$ cat config.mk
export PLATFORM = sky130hd
export DESIGN_NAME = reset_sequencer_flat
export DESIGN_NICKNAME = d
export VERILOG_FILES = /design/src/rtl/reset_sequencer_if.sv /design/src/rtl/reset_sequencer.sv /design/src/flat_wrapper.sv
export SDC_FILE = /design/constraint.sdc
export NUM_CORES = 1
export LEC_CHECK = 0
export BUFFER_PORTS_ARGS = -buffer_cell sky130_fd_sc_hd__buf_4
export CAP_MARGIN = 20
export CORE_ASPECT_RATIO = 0.6
export CORE_MARGIN = 1.5
export CORE_UTILIZATION = 27
export DETAILED_ROUTE_END_ITERATION = 10
export PLACE_DENSITY = 0.38
export SLEW_MARGIN = 20
export SYNTH_ARGS = -nofsm -noshare
export SYNTH_HDL_FRONTEND = slang
export SYNTH_SLANG_ARGS = --single-unit
$ cat constraint.sdc
create_clock -name CLK -period 6 [get_ports CLK]
set_input_delay 1.2 -clock CLK [delete_from_list [all_inputs] [get_ports CLK]]
set_output_delay 1.2 -clock CLK [all_outputs]
set_load 0.1 [all_outputs]
$ cat src/rtl/reset_sequencer_if.sv
// rtl/reset_sequencer_if.sv - PLL/init inputs and per-domain reset outputs of the reset sequencer
interface reset_sequencer_if #(
    parameter int N_DOMAINS = 4
);
    logic                 PLL_LOCK;
    logic                 INIT_DONE;
    logic                 SW_RST_REQ;
    logic [N_DOMAINS-1:0] DOMAIN_MASK;
    logic [N_DOMAINS-1:0] RESET_N;
    logic                 PLL_POWERDOWN_N;
    logic                 READY;
    logic [2:0]           STATE;
    logic [7:0]           LOCK_LOSS_CNT;

    modport master (
        input  PLL_LOCK, INIT_DONE, SW_RST_REQ, DOMAIN_MASK,
        output RESET_N, PLL_POWERDOWN_N, READY, STATE, LOCK_LOSS_CNT
    );

    modport slave (
        output PLL_LOCK, INIT_DONE, SW_RST_REQ, DOMAIN_MASK,
        input  RESET_N, PLL_POWERDOWN_N, READY, STATE, LOCK_LOSS_CNT
    );
endinterface

$ cat src/rtl/reset_sequencer.sv
// rtl/reset_sequencer.sv - PLL power-down / lock qualification and staggered multi-domain reset release
module reset_sequencer #(
    parameter int N_DOMAINS    = 4,
    parameter int CNT_W        = 16,
    parameter int PD_CYCLES    = 64,
    parameter int LOCK_FILTER  = 32,
    parameter int LOCK_TIMEOUT = 50000,
    parameter int STAGE_DELAY  = 256,
    parameter int LOSS_FILTER  = 4
) (
    input  logic               CLK,
    input  logic               RST,
    reset_sequencer_if.master  bus
);
    localparam int IDX_W = $clog2(N_DOMAINS + 1);

    localparam logic [CNT_W-1:0] PD_LAST   = CNT_W'(PD_CYCLES - 1);
    localparam logic [CNT_W-1:0] LF_LAST   = CNT_W'(LOCK_FILTER - 1);
    localparam logic [CNT_W-1:0] TMO_LAST  = CNT_W'(LOCK_TIMEOUT - 1);
    localparam logic [CNT_W-1:0] SD_LAST   = CNT_W'(STAGE_DELAY - 1);
    localparam logic [CNT_W-1:0] LOSS_LAST = CNT_W'(LOSS_FILTER - 1);

    typedef enum logic [2:0] {
        PWRDN     = 3'd0,
        WAIT_LOCK = 3'd1,
        RELEASE   = 3'd2,
        RUN       = 3'd3,
        FAULT     = 3'd4,
        SWRST     = 3'd5
    } state_e;

    state_e               state_q, state_d;
    logic [CNT_W-1:0]     cnt_q, cnt_d;
    logic [CNT_W-1:0]     filt_q, filt_d;
    logic [CNT_W-1:0]     loss_q, loss_d;
    logic [IDX_W-1:0]     idx_q, idx_d;
    logic [N_DOMAINS-1:0] mask_q, mask_d;
    logic [N_DOMAINS-1:0] reset_n_q, reset_n_d;
    logic                 pd_n_q, pd_n_d;
    logic                 ready_q, ready_d;
    logic [7:0]           llc_q, llc_d;
    logic                 lock_meta_q, lock_meta_d, lock_sync_q, lock_sync_d;
    logic                 init_meta_q, init_meta_d, init_sync_q, init_sync_d;

    logic loss_watch;
    logic lock_lost;
    logic both_high;
    logic cur_en;

    assign loss_watch = (state_q == RELEASE) || (state_q == RUN) || (state_q == SWRST);
    assign lock_lost  = loss_watch && !lock_sync_q && (loss_q == LOSS_LAST);
    assign both_high  = lock_sync_q && init_sync_q;

    always_comb begin
        lock_meta_d = bus.PLL_LOCK;
        lock_sync_d = lock_meta_q;
        init_meta_d = bus.INIT_DONE;
        init_sync_d = init_meta_q;
    end

    // Participation of the domain currently addressed by the release index
    always_comb begin
        cur_en = 1'b0;
        for (int k = 0; k < N_DOMAINS; k++) begin
            if (idx_q == IDX_W'(k)) cur_en = mask_q[k];
        end
    end

    always_comb begin
        state_d   = state_q;
        cnt_d     = cnt_q;
        filt_d    = '0;
        loss_d    = (loss_watch && !lock_sync_q) ? loss_q + CNT_W'(1) : '0;
        idx_d     = idx_q;
        mask_d    = mask_q;
        reset_n_d = reset_n_q;

        if (lock_lost) begin
            state_d = FAULT;
            cnt_d   = '0;
        end else begin
            case (state_q)
                PWRDN: begin
                    if (cnt_q == PD_LAST) begin
                        state_d = WAIT_LOCK;
                        cnt_d   = '0;
                    end else begin
                        cnt_d = cnt_q + CNT_W'(1);
                    end
                end
                WAIT_LOCK: begin
                    if (both_high && filt_q == LF_LAST) begin
                        state_d = RELEASE;
                        cnt_d   = '0;
                        idx_d   = '0;
                        mask_d  = bus.DOMAIN_MASK;
                    end else if (cnt_q == TMO_LAST) begin
                        state_d = PWRDN;
                        cnt_d   = '0;
                    end else begin
                        cnt_d = cnt_q + CNT_W'(1);
                        if (both_high) filt_d = filt_q + CNT_W'(1);
                    end
                end
                RELEASE: begin
                    if (bus.SW_RST_REQ) begin
                        state_d = SWRST;
                        cnt_d   = '0;
                    end else if (idx_q == IDX_W'(N_DOMAINS)) begin
                        state_d = RUN;
                    end else if (!cur_en) begin
                        idx_d = idx_q + IDX_W'(1);
                        cnt_d = '0;
                    end else if (cnt_q == SD_LAST) begin
                        for (int k = 0; k < N_DOMAINS; k++) begin
                            if (idx_q == IDX_W'(k)) reset_n_d[k] = 1'b1;
                        end
                        idx_d = idx_q + IDX_W'(1);
                        cnt_d = '0;
                    end else begin
                        cnt_d = cnt_q + CNT_W'(1);
                    end
                end
                RUN: begin
                    if (bus.SW_RST_REQ) begin
                        state_d = SWRST;
                        cnt_d   = '0;
                    end
                end
                SWRST: begin
                    if (cnt_q == SD_LAST) begin
                        state_d = RELEASE;
                        cnt_d   = '0;
                        idx_d   = '0;
                        mask_d  = bus.DOMAIN_MASK;
                    end else begin
                        cnt_d = cnt_q + CNT_W'(1);
                    end
                end
                FAULT: begin
                    state_d = PWRDN;
                    cnt_d   = '0;
                end
                default: begin
                    state_d = PWRDN;
                    cnt_d   = '0;
                end
            endcase
        end

        // Released bits survive only while releasing or running
        if (state_d != RELEASE && state_d != RUN) reset_n_d = '0;
    end

    assign pd_n_d  = (state_d != PWRDN);
    assign ready_d = (state_d == RUN);
    assign llc_d   = (state_d == FAULT && llc_q != 8'hFF) ? llc_q + 8'd1 : llc_q;

    always_ff @(posedge CLK) begin
        if (RST) begin
            state_q     <= PWRDN;
            cnt_q       <= '0;
            filt_q      <= '0;
            loss_q      <= '0;
            idx_q       <= '0;
            mask_q      <= '0;
            reset_n_q   <= '0;
            pd_n_q      <= 1'b0;
            ready_q     <= 1'b0;
            llc_q       <= 8'd0;
            lock_meta_q <= 1'b0;
            lock_sync_q <= 1'b0;
            init_meta_q <= 1'b0;
            init_sync_q <= 1'b0;
        end else begin
            state_q     <= state_d;
            cnt_q       <= cnt_d;
            filt_q      <= filt_d;
            loss_q      <= loss_d;
            idx_q       <= idx_d;
            mask_q      <= mask_d;
            reset_n_q   <= reset_n_d;
            pd_n_q      <= pd_n_d;
            ready_q     <= ready_d;
            llc_q       <= llc_d;
            lock_meta_q <= lock_meta_d;
            lock_sync_q <= lock_sync_d;
            init_meta_q <= init_meta_d;
            init_sync_q <= init_sync_d;
        end
    end

    assign bus.RESET_N         = reset_n_q;
    assign bus.PLL_POWERDOWN_N = pd_n_q;
    assign bus.READY           = ready_q;
    assign bus.STATE           = state_q;
    assign bus.LOCK_LOSS_CNT   = llc_q;
endmodule

$ cat src/flat_wrapper.sv
// flat-port wrapper written by rule: the top's interface ports become plain ports
module reset_sequencer_flat 
#(
    parameter int N_DOMAINS    = 4,
    parameter int CNT_W        = 16,
    parameter int PD_CYCLES    = 64,
    parameter int LOCK_FILTER  = 32,
    parameter int LOCK_TIMEOUT = 50000,
    parameter int STAGE_DELAY  = 256,
    parameter int LOSS_FILTER  = 4
)
  (CLK, RST, bus_PLL_LOCK, bus_INIT_DONE, bus_SW_RST_REQ, bus_DOMAIN_MASK, bus_RESET_N, bus_PLL_POWERDOWN_N, bus_READY, bus_STATE, bus_LOCK_LOSS_CNT);
  reset_sequencer_if #(.N_DOMAINS(N_DOMAINS)) bus_i ();
  input  logic CLK;
  input  logic RST;
  input wire logic [$bits(bus_i.PLL_LOCK)-1:0] bus_PLL_LOCK;
  input wire logic [$bits(bus_i.INIT_DONE)-1:0] bus_INIT_DONE;
  input wire logic [$bits(bus_i.SW_RST_REQ)-1:0] bus_SW_RST_REQ;
  input wire logic [$bits(bus_i.DOMAIN_MASK)-1:0] bus_DOMAIN_MASK;
  output wire logic [$bits(bus_i.RESET_N)-1:0] bus_RESET_N;
  output wire logic [$bits(bus_i.PLL_POWERDOWN_N)-1:0] bus_PLL_POWERDOWN_N;
  output wire logic [$bits(bus_i.READY)-1:0] bus_READY;
  output wire logic [$bits(bus_i.STATE)-1:0] bus_STATE;
  output wire logic [$bits(bus_i.LOCK_LOSS_CNT)-1:0] bus_LOCK_LOSS_CNT;
  assign bus_i.PLL_LOCK = bus_PLL_LOCK;
  assign bus_i.INIT_DONE = bus_INIT_DONE;
  assign bus_i.SW_RST_REQ = bus_SW_RST_REQ;
  assign bus_i.DOMAIN_MASK = bus_DOMAIN_MASK;
  assign bus_RESET_N = bus_i.RESET_N;
  assign bus_PLL_POWERDOWN_N = bus_i.PLL_POWERDOWN_N;
  assign bus_READY = bus_i.READY;
  assign bus_STATE = bus_i.STATE;
  assign bus_LOCK_LOSS_CNT = bus_i.LOCK_LOSS_CNT;
  reset_sequencer #(.N_DOMAINS(N_DOMAINS), .CNT_W(CNT_W), .PD_CYCLES(PD_CYCLES), .LOCK_FILTER(LOCK_FILTER), .LOCK_TIMEOUT(LOCK_TIMEOUT), .STAGE_DELAY(STAGE_DELAY), .LOSS_FILTER(LOSS_FILTER)) u_core (.CLK(CLK), .RST(RST), .bus(bus_i));
endmodule
==> reports/metrics.cfg, run 1 <==
[critical_path]
cp_max_fo = 26
worstPathRequired_ps = 6250
startpoint_type = register
crit_type = register to register
worst-r2r-cell-count = 8
worstPathArrival_ps = 3130
crit_path_end_kind = register

[clocking]
cts_made_buffers = 9
cts_max_level = 3
clk_latency_ps = 330
cts.hold.buffers_added = 0
tritoncts = done
root_buffer = clkbuf_16
cts_buffer_depth = 2
cts_setup_buffers = 0
cts.clk_slew.worst_paths_ps = 60
cts.repair.resized = 0
cts_num_sinks = 76

[detailed_routing]
ant_nets = 0
routed-wl-met2_um = 2980
detail_route.drc_violations = 3
routed-wl-met3_um = 436
vias = 3006
wl_met1_um = 5050
drtIter0Drc = 180
firstDrtPassIters = 8
detail_route.vias_per_cell = 4.91
avgRoutedWirePerCell_um = 14.0
top_layer_used = met4
wl_um = 8540

[synthesis]
syn-cell-area_sq_mm = 0.00365
synth_warnings = 0
synthTopCellsByArea = dfxtp_1 42%, nor2_1 6.1%, xor2_1 5.3%
synth_top_area_share_pct = 41.7
ys_types = 55
synth_seq_area_share_pct = 41.7
synth_edf_count = 0
synth_top_family_by_area = simple AND/OR/NAND/NOR gates
syn_area_per_cell_sq_um = 8.79
post-synth-top-area-cell = dfxtp_1
synth_xor_area_share_pct = 7.92
async_flop_share_pct = 0
synth_seq_cells = 76
syn_nets = 433
synth_fa_ha_area_share_pct = 3.09
synthMuxAreaShare_pct = 1.37
yosys.area_share.simple_pct = 28.9
synth_ff_type = dfxtp_1
synthCells = 415
synth_compound_area_share_pct = 12.9

[placed_design]
globalplace.congestion = 0.759
place_ws_ps = 3130
portBuffers = 25
dp.cells = 596
place_hpwl_um = 6130

[final_layout]
drive_above_1_share_pct = 12.0
fin_cells = 612
area_delta_synth_final_pct = 18.2
num-nets-final = 455
antennaDiodeCount = 0

[run_status]
status = finished, violations left
violations = DRC

[power]
static-leakage-power_uw = 0.00158
p_total_uw = 1180
vdd_drop_max_uv = 113
powerDensity_mw_per_mm2 = 273

[timing]
hold_violations = 0
worst_slew_pin_slew_ps = 1020
setup_viol_count_final = 0
rsz0062_at_grt = false
drv_slew = 0
finalCriticalPeriod_ps = 2880
holdWs_ps = 442
finalSetupTns_ps = 0
fin_ws_ps = 3120
fmax_ghz = 0.348
finalCritPeriodShare_pct = 47.9
relSlewSlack_pct = 32.0
finClkSkew_ps = 7.63

[die]
start_util_pct = 28.0
fp-row-count = 32
io_pins = 26
core_area_sq_mm = 0.0130
dieArea_sq_mm = 0.0142
die_h_um = 93.0
die_w_um = 153

[worst_hold_path]
holdPathStages = 1
min_path_type = register to register

[global_route]
antenna_found_initial = 0
grt.total_usage_pct = 12.7
grt_first_pass_wirelength_um = 14300
grt_overflow_total = 0
grt_pass1_vias = 2683
grt_max_degree = 29

[flow_run]
drv_cap = 0

## where the power goes
group | leakage, uW | switching [uW] | internal, uW
clock | 0.000172 | 211 | 430
sequential | 0.000614 | 5.25 | 510
combinational | 0.000793 | 11.5 | 9.97
## sequential cells by signal, summed over array words and instances (netlist names)
register	count
u_core.cnt_q	16
u_core.filt_q	16
u_core.loss_q	16
u_core.bus.LOCK_LOSS_CNT	8
u_core.bus.RESET_N	4
u_core.mask_q	4
u_core.bus.STATE	3
u_core.idx_q	3
u_core.bus.PLL_POWERDOWN_N	1
u_core.bus.READY	1
u_core.init_meta_q	1
u_core.init_sync_q	1
u_core.lock_meta_q	1
u_core.lock_sync_q	1
## per-layer routing
metal | up-vias | track usage [%]
met3 | 7 | 4.03
li1 | 1545 | -
met1 | 1390 | 19.7
met5 | - | 0
met2 | 64 | 16.0
met4 | 0 | 3.92
## worst paths after layout
check                     startpoint            endpoint  slack [ps]
setup / recovery     u_core.idx_q[1]     u_core.cnt_q[5]        3120
hold / removal    u_core.lock_meta_q  u_core.lock_sync_q         440
setup reg to reg     u_core.idx_q[1]     u_core.cnt_q[5]        3120
hold reg to reg   u_core.lock_meta_q  u_core.lock_sync_q         440
## critical path: stages, from the launching register on
cell and delay, ps:
dfxtp_1 350, inv_1 90, ha_1 220, nand3b_1 180
a2111oi_2 360, o21ai_0 290, o311ai_4 900, o211ai_1 190
a31oi_1 220
## layout make-up
class / count / area (sq um)
Tap cell: 170 / 213
Fill cell: 1349 / 8700
Multi-Input combinational cell: 311 / 1970
Timing Repair Buffer: 26 / 195
Inverter: 13 / 48.8
Clock inverter: 5 / 106
Sequential cell: 76 / 1520
Clock buffer: 11 / 253
## layout by cell type, fill, tap and decap left out, types with 2 or more instances in the layout
cell,n
a21oi_1,16
o211ai_1,2
a211oi_1,2
nor4b_1,2
dfxtp_1,76
and3_1,16
clkbuf_8,2
o31ai_1,2
a32o_1,4
nand3b_1,5
or3_1,7
nor2_1,59
clkbuf_16,9
bufinv_16,3
or4_1,3
xor2_1,22
and4_1,5
nand3_1,32
a41oi_1,2
nor4_1,8
xnor2_1,11
a311oi_1,2
inv_1,12
a21o_1,2
nand2_1,24
mux2i_1,5
nor2b_1,7
nand4_1,10
a31oi_1,16
and4b_1,2
nor3_1,6
and2_1,2
o21ai_0,9
nor4bb_1,2
buf_4,26
ha_1,9
## stage by stage
stage | util [%] | cell area, sq um
2_1_floorplan | - | 3650
3_3_place_gp | 30.4 | 3950
3_5_place_dp | 30.4 | 3950
4_1_cts | 33.1 | 4310
5_1_grt | 33.1 | 4310
6_report | 33.1 | 4310
## cell usage after synthesis (3+ instances only)
cell,instances
nor3_1,6
o21ai_0,9
and4_1,5
nor2_1,59
a21oi_1,16
inv_1,12
and3_1,16
xnor2_1,11
nand2_1,24
or4_1,3
or3_1,7
nand3_1,32
a31oi_1,16
buf_4,3
clkbuf_1,6
dfxtp_1,76
buf_6,3
nor4_1,8
nand3b_1,5
mux2i_1,5
xor2_1,22
nor2b_1,7
ha_1,9
nand4_1,10
a32o_1,4
## logic make-up (layout without fill, tap and decap cells)
kind of cell               after synthesis  in the layout
and+or+nand+nor                        198            198
DFF                                     76             76
adders and majority gates                9              9
muxes                                    5              5
buffers and inverters                   28             55
AOI/OAI and AO/OA                       66             66
xor gates and xnor gates                33             33
No activity file was read; power rests on OpenSTA's default activity.
==> inputs of run 2 (changes only) <==
--- a/config.mk
+++ b/config.mk
@@ -5,13 +5,14 @@
 export SDC_FILE = /design/constraint.sdc
 export NUM_CORES = 1
 export LEC_CHECK = 0
+export ABC_AREA = 1
 export BUFFER_PORTS_ARGS = -buffer_cell sky130_fd_sc_hd__buf_4
 export CAP_MARGIN = 20
 export CORE_ASPECT_RATIO = 0.6
 export CORE_MARGIN = 1.5
 export CORE_UTILIZATION = 27
 export DETAILED_ROUTE_END_ITERATION = 10
-export PLACE_DENSITY = 0.38
+export PLACE_DENSITY = 0.39
 export SLEW_MARGIN = 20
 export SYNTH_ARGS = -nofsm -noshare
 export SYNTH_HDL_FRONTEND = slang
==> constraint.sdc (replaced) <==
create_clock -name CLK -period 2.5 [get_ports CLK]
set_input_delay 0.5 -clock CLK [delete_from_list [all_inputs] [get_ports CLK]]
set_output_delay 0.5 -clock CLK [all_outputs]
set_load 0.1 [all_outputs]
==> reports/metrics.cfg, run 2 <==
[run_status]
status = finished, final reports clean

[timing]
worst_slew_pin_slew_ps = 655  ; -363 ps
hold_violations = 0  ; unchanged
drv_slew = 0  ; unchanged
relSlewSlack_pct = 55.9  ; +24 points
finClkSkew_ps = 5.16  ; -2.47 ps
rsz0062_at_grt = false
finalCritPeriodShare_pct = 80.3  ; +32 points
holdWs_ps = 368  ; -73.6 ps
finalSetupTns_ps = 0  ; unchanged
fin_ws_ps = 492  ; -2630 ps
finalCriticalPeriod_ps = 2010  ; -868 ps
fmax_ghz = 0.498  ; +43%
setup_viol_count_final = 0  ; unchanged

[synthesis]
synth_edf_count = 0  ; unchanged
post-synth-top-area-cell = dfxtp_1
async_flop_share_pct = 0  ; unchanged
synthTopCellsByArea = dfxtp_1 36%, nand2_1 10%, nor2_1 7.6%
synth_common_cells = 116 x nand2_1, 85 x nor2_1, 81 x inv_1, 76 x dfxtp_1, 43 x nand3_1
synth_seq_cells = 76  ; unchanged
syn_nets = 610  ; +41%
synth_top_area_share_pct = 36.4  ; -5.3 points
synthCells = 592  ; +43%
yosysMostFrequentCell = nand2_1
synth_seq_area_share_pct = 36.4  ; -5.3 points
syn_area_per_cell_sq_um = 7.07  ; -20%
ys_types = 43  ; -22%
synth_ff_type = dfxtp_1
synth_warnings = 0  ; unchanged
syn-cell-area_sq_mm = 0.00418  ; +15%

[detailed_routing]
detail_route.vias_per_cell = 4.41  ; -10%
firstDrtPassIters = 5  ; -3
wl_um = 10100  ; +18%
avgRoutedWirePerCell_um = 12.2  ; -12%
routed-wl-met3_um = 508  ; +17%
top_layer_used = met4
drtIter0Drc = 231  ; +28%
ant_nets = 0  ; unchanged
detail_route.drc_violations = 0  ; -3
wl_met1_um = 5840  ; +15%
vias = 3654  ; +22%
routed-wl-met2_um = 3720  ; +25%

[critical_path]
cp_max_fo = 10  ; -62%
worst-r2r-cell-count = 11  ; +3
crit_type = register to register
r2r_end = u_core.cnt_q[13]
rrSetupSlack_ps = 490  ; -2630 ps
crit_path_end_kind = register
worstPathRequired_ps = 2760  ; -3490 ps
startpoint_type = register
worstPathArrival_ps = 2270  ; -860 ps
regToRegStartpoint = u_core.idx_q[0]
crit_start = u_core.idx_q[0]
endpoint = u_core.cnt_q[13]

[clocking]
cts_max_level = 3  ; unchanged
cts_made_buffers = 9  ; unchanged
tritoncts = done
cts_buffer_depth = 2  ; unchanged
root_buffer = clkbuf_16
cts_num_sinks = 76  ; unchanged
cts.clk_slew.worst_paths_ps = 60  ; about the same
clk_latency_ps = 330  ; about the same
cts.repair.resized = 0  ; unchanged
cts_setup_buffers = 0  ; unchanged
cts.hold.buffers_added = 0  ; unchanged

[placed_design]
place_ws_ps = 514  ; -2620 ps
globalplace.congestion = 0.810  ; +6.6%
place_hpwl_um = 7690  ; +25%
portBuffers = 25  ; unchanged

[power]
static-leakage-power_uw = 0.00197  ; +25%
vdd_drop_max_uv = 229  ; +100%
powerDensity_mw_per_mm2 = 566  ; +110%

[final_layout]
area_delta_synth_final_pct = 17.4
n_fill_cell = 1641  ; +22%
antennaDiodeCount = 0  ; unchanged
drive_above_1_share_pct = 14.6  ; +2.6 points
final_common_cell = nand2_1
reg_top3 = u_core.cnt_q (16), u_core.filt_q (16), u_core.loss_q (16)
final_cell_mix = 116 x nand2_1, 85 x nor2_1, 81 x inv_1, 76 x dfxtp_1, 43 x nand3_1
num-nets-final = 638  ; +40%

[die]
io_pins = 26  ; unchanged
die_h_um = 99.4  ; +6.9%
fp-row-count = 35  ; +9.4%
dieArea_sq_mm = 0.0163  ; +14%
die_w_um = 164  ; +7.0%
core_area_sq_mm = 0.0152  ; +17%
start_util_pct = 27.5  ; -0.58 points

[flow_run]
drv_cap = 0  ; unchanged

[global_route]
grt.total_usage_pct = 13.5  ; +0.72 points
antenna_found_initial = 0  ; unchanged
grt_first_pass_wirelength_um = 17100  ; +20%
grt_max_degree = 17  ; -41%
grt_overflow_total = 0  ; unchanged
grt_pass1_vias = 3346  ; +25%

[worst_hold_path]
min_path_type = input port to register

run 2: logic make-up (layout without fill, tap and decap cells):
kind of cell | after synthesis | count (layout) | synth area share, %
simple gates | 327 | 327 | 39.2
buf+inv | 99 | 132 | 9.60
flops | 76 | 76 | 36.4
compound gates | 62 | 62 | 8.13
xor+xnor | 19 | 19 | 3.98
fa+ha+maj | 9 | 9 | 2.69
run 2: area by class of cell:
type | instances | area (sq um) | share of cell area [%]
Tap cell | 203 | 254 | 5.17
Inverter | 91 | 345 | 7.03
Clock buffer | 10 | 229 | 4.66
Clock inverter | 6 | 113 | 2.29
Timing Repair Buffer | 25 | 188 | 3.82
Multi-Input combinational cell | 417 | 2260 | 46.0
Sequential cell | 76 | 1520 | 31.0
run 2: worst max-delay path, cell delays in order, from the launching register on:
cell and delay (ps):
dfxtp_1 380, inv_1 90, ha_1 210, nand2_1 110, nand2_1 80, nand3_2 180
o21ai_0 300, inv_1 230, nand2_1 70, nor2_1 100, nand2_1 60, a21oi_1 120
run 2: worst min path at each step:
| stage | from | to | slack (ps) | depth (start not counted) |
|---|---|---|---|---|
| 6_report | bus_INIT_DONE | u_core.init_meta_q | 370 | 3 |
| 3_3_place_gp | u_core.init_meta_q | u_core.init_sync_q | 400 | 2 |
| 4_1_cts | bus_INIT_DONE | u_core.init_meta_q | 360 | 3 |
| 2_1_floorplan | u_core.init_meta_q | u_core.init_sync_q | 390 | 2 |
| 3_5_place_dp | u_core.lock_meta_q | u_core.lock_sync_q | 400 | 2 |
| 5_1_grt | bus_INIT_DONE | u_core.init_meta_q | 380 | 3 |
run 2: stage by stage:
| step | area, sq um | total power, uW | cells | utilization, % |
|---|---|---|---|---|
| after floorplan | 4180 | 1280 | 592 | - |
| after global placement | 4570 | 1300 | 812 | 30.0 |
| after detailed placement | 4570 | 1300 | 812 | 30.0 |
| after CTS | 4910 | 2840 | 828 | 32.2 |
| after global routing | 4910 | 2890 | 828 | 32.2 |
| final | 4910 | 2780 | 828 | 32.2 |
run 2: where the power goes:
part           leakage [uW]  internal (uW)  total (uW)  switching (uW)
clock              0.000155            976        1510             536
sequential         0.000613           1220        1220            6.94
combinational       0.00121           18.3        43.8            25.5
total               0.00197           2210        2780             568
run 2: per-layer routing:
metal  up-vias  GRT usage, %
met5         -             0
met4         0          3.57
met3         4          3.67
met2        70          17.6
met1      1634          21.0
li1       1946             -
==> inputs of run 3 (changes only) <==
--- a/config.mk
+++ b/config.mk
@@ -12,7 +12,7 @@
 export CORE_MARGIN = 1.5
 export CORE_UTILIZATION = 27
 export DETAILED_ROUTE_END_ITERATION = 10
-export PLACE_DENSITY = 0.39
+export PLACE_DENSITY = 0.38
 export SLEW_MARGIN = 20
 export SYNTH_ARGS = -nofsm -noshare
 export SYNTH_HDL_FRONTEND = slang
==> constraint.sdc (replaced) <==
create_clock -name CLK -period 1.9 [get_ports CLK]
set_input_delay 0.38 -clock CLK [delete_from_list [all_inputs] [get_ports CLK]]
set_output_delay 0.38 -clock CLK [all_outputs]
set_load 0.1 [all_outputs]
==> reports/metrics.cfg, run 3 (synthesis results as in run 2) <==
[final_layout]
final_common_cell = nand2_1
area_delta_synth_final_pct = 24.0
num-nets-final = 660  ; +3.4%
antennaDiodeCount = 0  ; unchanged
fin_cells = 850  ; +2.7%
final_cell_mix = 113 x nand2_1, 82 x nor2_1, 80 x inv_1, 59 x dfxtp_1, 47 x buf_4
stdcell_area_sq_mm = 0.00519  ; +5.6%
utilization_pct = 34.0  ; +1.8 points
reg_top3 = u_core.cnt_q (16), u_core.filt_q (16), u_core.loss_q (16)
n_fill_cell = 1661  ; +1.2%
drive_above_1_share_pct = 22.3  ; +7.7 points

[timing]
relSlewSlack_pct = 68.8  ; +13 points
finalCriticalPeriod_ps = 1710  ; -296 ps
rsz0062_at_grt = true
finalCritPeriodShare_pct = 90.1  ; +9.8 points
setup_viol_count_final = 0  ; unchanged
fin_ws_ps = 188  ; -304 ps
worst_slew_pin_slew_ps = 466  ; -190 ps
finClkSkew_ps = 8.90  ; +3.74 ps
hold_violations = 0  ; unchanged
drv_slew = 0  ; unchanged
fmax_ghz = 0.584  ; +17%

[detailed_routing]
detail_route.drc_violations = 0  ; unchanged
wl_um = 10500  ; +3.8%
firstDrtPassIters = 4  ; -1
avgRoutedWirePerCell_um = 12.4  ; +1.1%
vias = 3767  ; +3.1%
drtIter0Drc = 205  ; -11%
detail_route.vias_per_cell = 4.43  ; +0.42%
ant_nets = 0  ; unchanged

[critical_path]
crit_path_end_kind = register
rrSetupSlack_ps = 190  ; -300 ps
cp_max_fo = 8  ; -2
worstPathArrival_ps = 1940  ; -330 ps
crit_start = u_core.filt_q[0]
startpoint_type = register
worst-r2r-cell-count = 12  ; +1
worstPathRequired_ps = 2130  ; -630 ps
regToRegStartpoint = u_core.filt_q[0]
crit_type = register to register
r2r_end = u_core.mask_q[3]

[clocking]
cts_buffer_depth = 2  ; unchanged
clk_latency_ps = 330  ; about the same
root_buffer = clkbuf_16
tritoncts = done
cts.clk_slew.worst_paths_ps = 60  ; about the same
cts_max_level = 3  ; unchanged
cts_num_sinks = 76  ; unchanged
cts_made_buffers = 9  ; unchanged
cts.hold.buffers_added = 0  ; unchanged

[power]
powerDensity_mw_per_mm2 = 708  ; +25%
static-leakage-power_uw = 0.00212  ; +7.2%
internal_power_uw = 2950  ; +33%
vdd_drop_max_uv = 362  ; +58%
power_frac_comb_pct = 1.7  ; about the same
clkPwrFrac_pct = 54.5  ; about the same
seqPwrFrac_pct = 43.8  ; -0.3 points
p_sw_share_pct = 19.7  ; -0.72 points
switchingPower_uw = 724  ; +27%

[placed_design]
globalplace.congestion = 0.825  ; +1.9%
place_hpwl_um = 8020  ; +4.3%
dpl-instance-area_sq_mm = 0.00472  ; +3.4%
dp.cells = 830  ; +2.2%
place_ws_ps = 57.6  ; -457 ps
portBuffers = 25  ; unchanged

[global_route]
grt_most_used_layer = met1
grt_first_pass_wirelength_um = 18000  ; +4.8%
grt_use_met2_pct = 19.2  ; +1.7 points
grt_max_degree = 17  ; unchanged
grt_overflow_total = 0  ; unchanged
grt.total_usage_pct = 14.1  ; +0.63 points
grt_util_met3_pct = 3.63  ; -0.042 points
antenna_found_initial = 0  ; unchanged
grt_pass1_vias = 3515  ; +5.1%
met1_usage_pct = 21.5  ; +0.50 points

[worst_hold_path]
worstHoldStart = bus_PLL_LOCK
min_path_type = input port to register
holdPathStages = 3  ; unchanged
holdPathEnd = u_core.lock_meta_q

[die]
core_area_sq_mm = 0.0152  ; unchanged
dieArea_sq_mm = 0.0163  ; unchanged
die_w_um = 164  ; unchanged
die_h_um = 99.4  ; unchanged
io_pins = 26  ; unchanged
fp-row-count = 35  ; unchanged
start_util_pct = 27.5  ; unchanged

[run_status]
status = finished, final reports clean

[flow_run]
drv_cap = 0  ; unchanged

-- run 3: cell count changes in the layout (fill, tap and decap cells not counted), sizes merged --
| cell | previous run | this run |
|---|---|---|
| inv | 88 | 89 |
| buf | 25 | 47 |
| clkbuf | 10 | 12 |
| clkinvlp | 3 | 0 |
-- run 3: worst max path at each step --
stage / slack (ps) / endpoint
final: 190 / u_core.mask_q[3]
after global placement: 70 / u_core.mask_q[1]
after CTS: 40 / u_core.mask_q[3]
after floorplan: -10 / u_core.bus.PLL_POWERDOWN_N
after global routing: -1 / u_core.cnt_q[10]
after detailed placement: 60 / u_core.mask_q[0]
-- run 3: cell type report --
type / count / area (sq um) / share of cell area (%)
multi-input cells: 417 / 2340 / 45.1
flip-flops and latches: 76 / 1550 / 29.9
repair buffers: 47 / 353 / 6.80
inverters: 91 / 345 / 6.66
well taps: 203 / 254 / 4.90
clock buffers: 12 / 246 / 4.75
clock inverters: 4 / 96.3 / 1.86
-- run 3: power groups by stage --
| stage | registers [uW] | clock network, uW | logic, uW |
|---|---|---|---|
| 2_1_floorplan | 1640 | 0 | 38.8 |
| 3_3_place_gp | 1640 | 0 | 62.3 |
| 3_5_place_dp | 1640 | 0 | 61.8 |
| 4_1_cts | 1610 | 2070 | 62.1 |
| 5_1_grt | 1610 | 2130 | 72.9 |
| 6_report | 1610 | 2000 | 62.3 |
-- run 3: metal layers --
| layer | part of all wire (%) | vias up |
|---|---|---|
| li1 | - | 2000 |
| met1 | 57 | 1681 |
| met2 | 37 | 76 |
| met3 | 4.6 | 10 |
| met4 | 1.1 | 0 |
| met5 | 0 | - |
-- run 3: repair_timing --
action | 4_1_cts | 5_1_grt
setup buffers | 0 | 4
setup endpoints to repair | 0 | 29
resized for setup | 0 | 29
-- run 3: worst max-delay path, cell delays in order, from the launching register on --
cell,delay (ps)
dfxtp_4,360
ha_4,130
nand2_2,60
inv_2,60
nand2_2,60
nor2_2,90
nand3_2,130
nand2_2,120
nand2_4,70
nor3_4,320
nand2_1,100
nand2_1,70
nor2_1,40
-- run 3: per-stage QoR --
step,hold slack [ps],power [uW],TNS [ps]
after floorplan,388,1680,-9.70
after global placement,400,1700,0
after detailed placement,399,1700,0
after CTS,250,3730,0
after global routing,264,3810,-1.95
final,255,3670,0
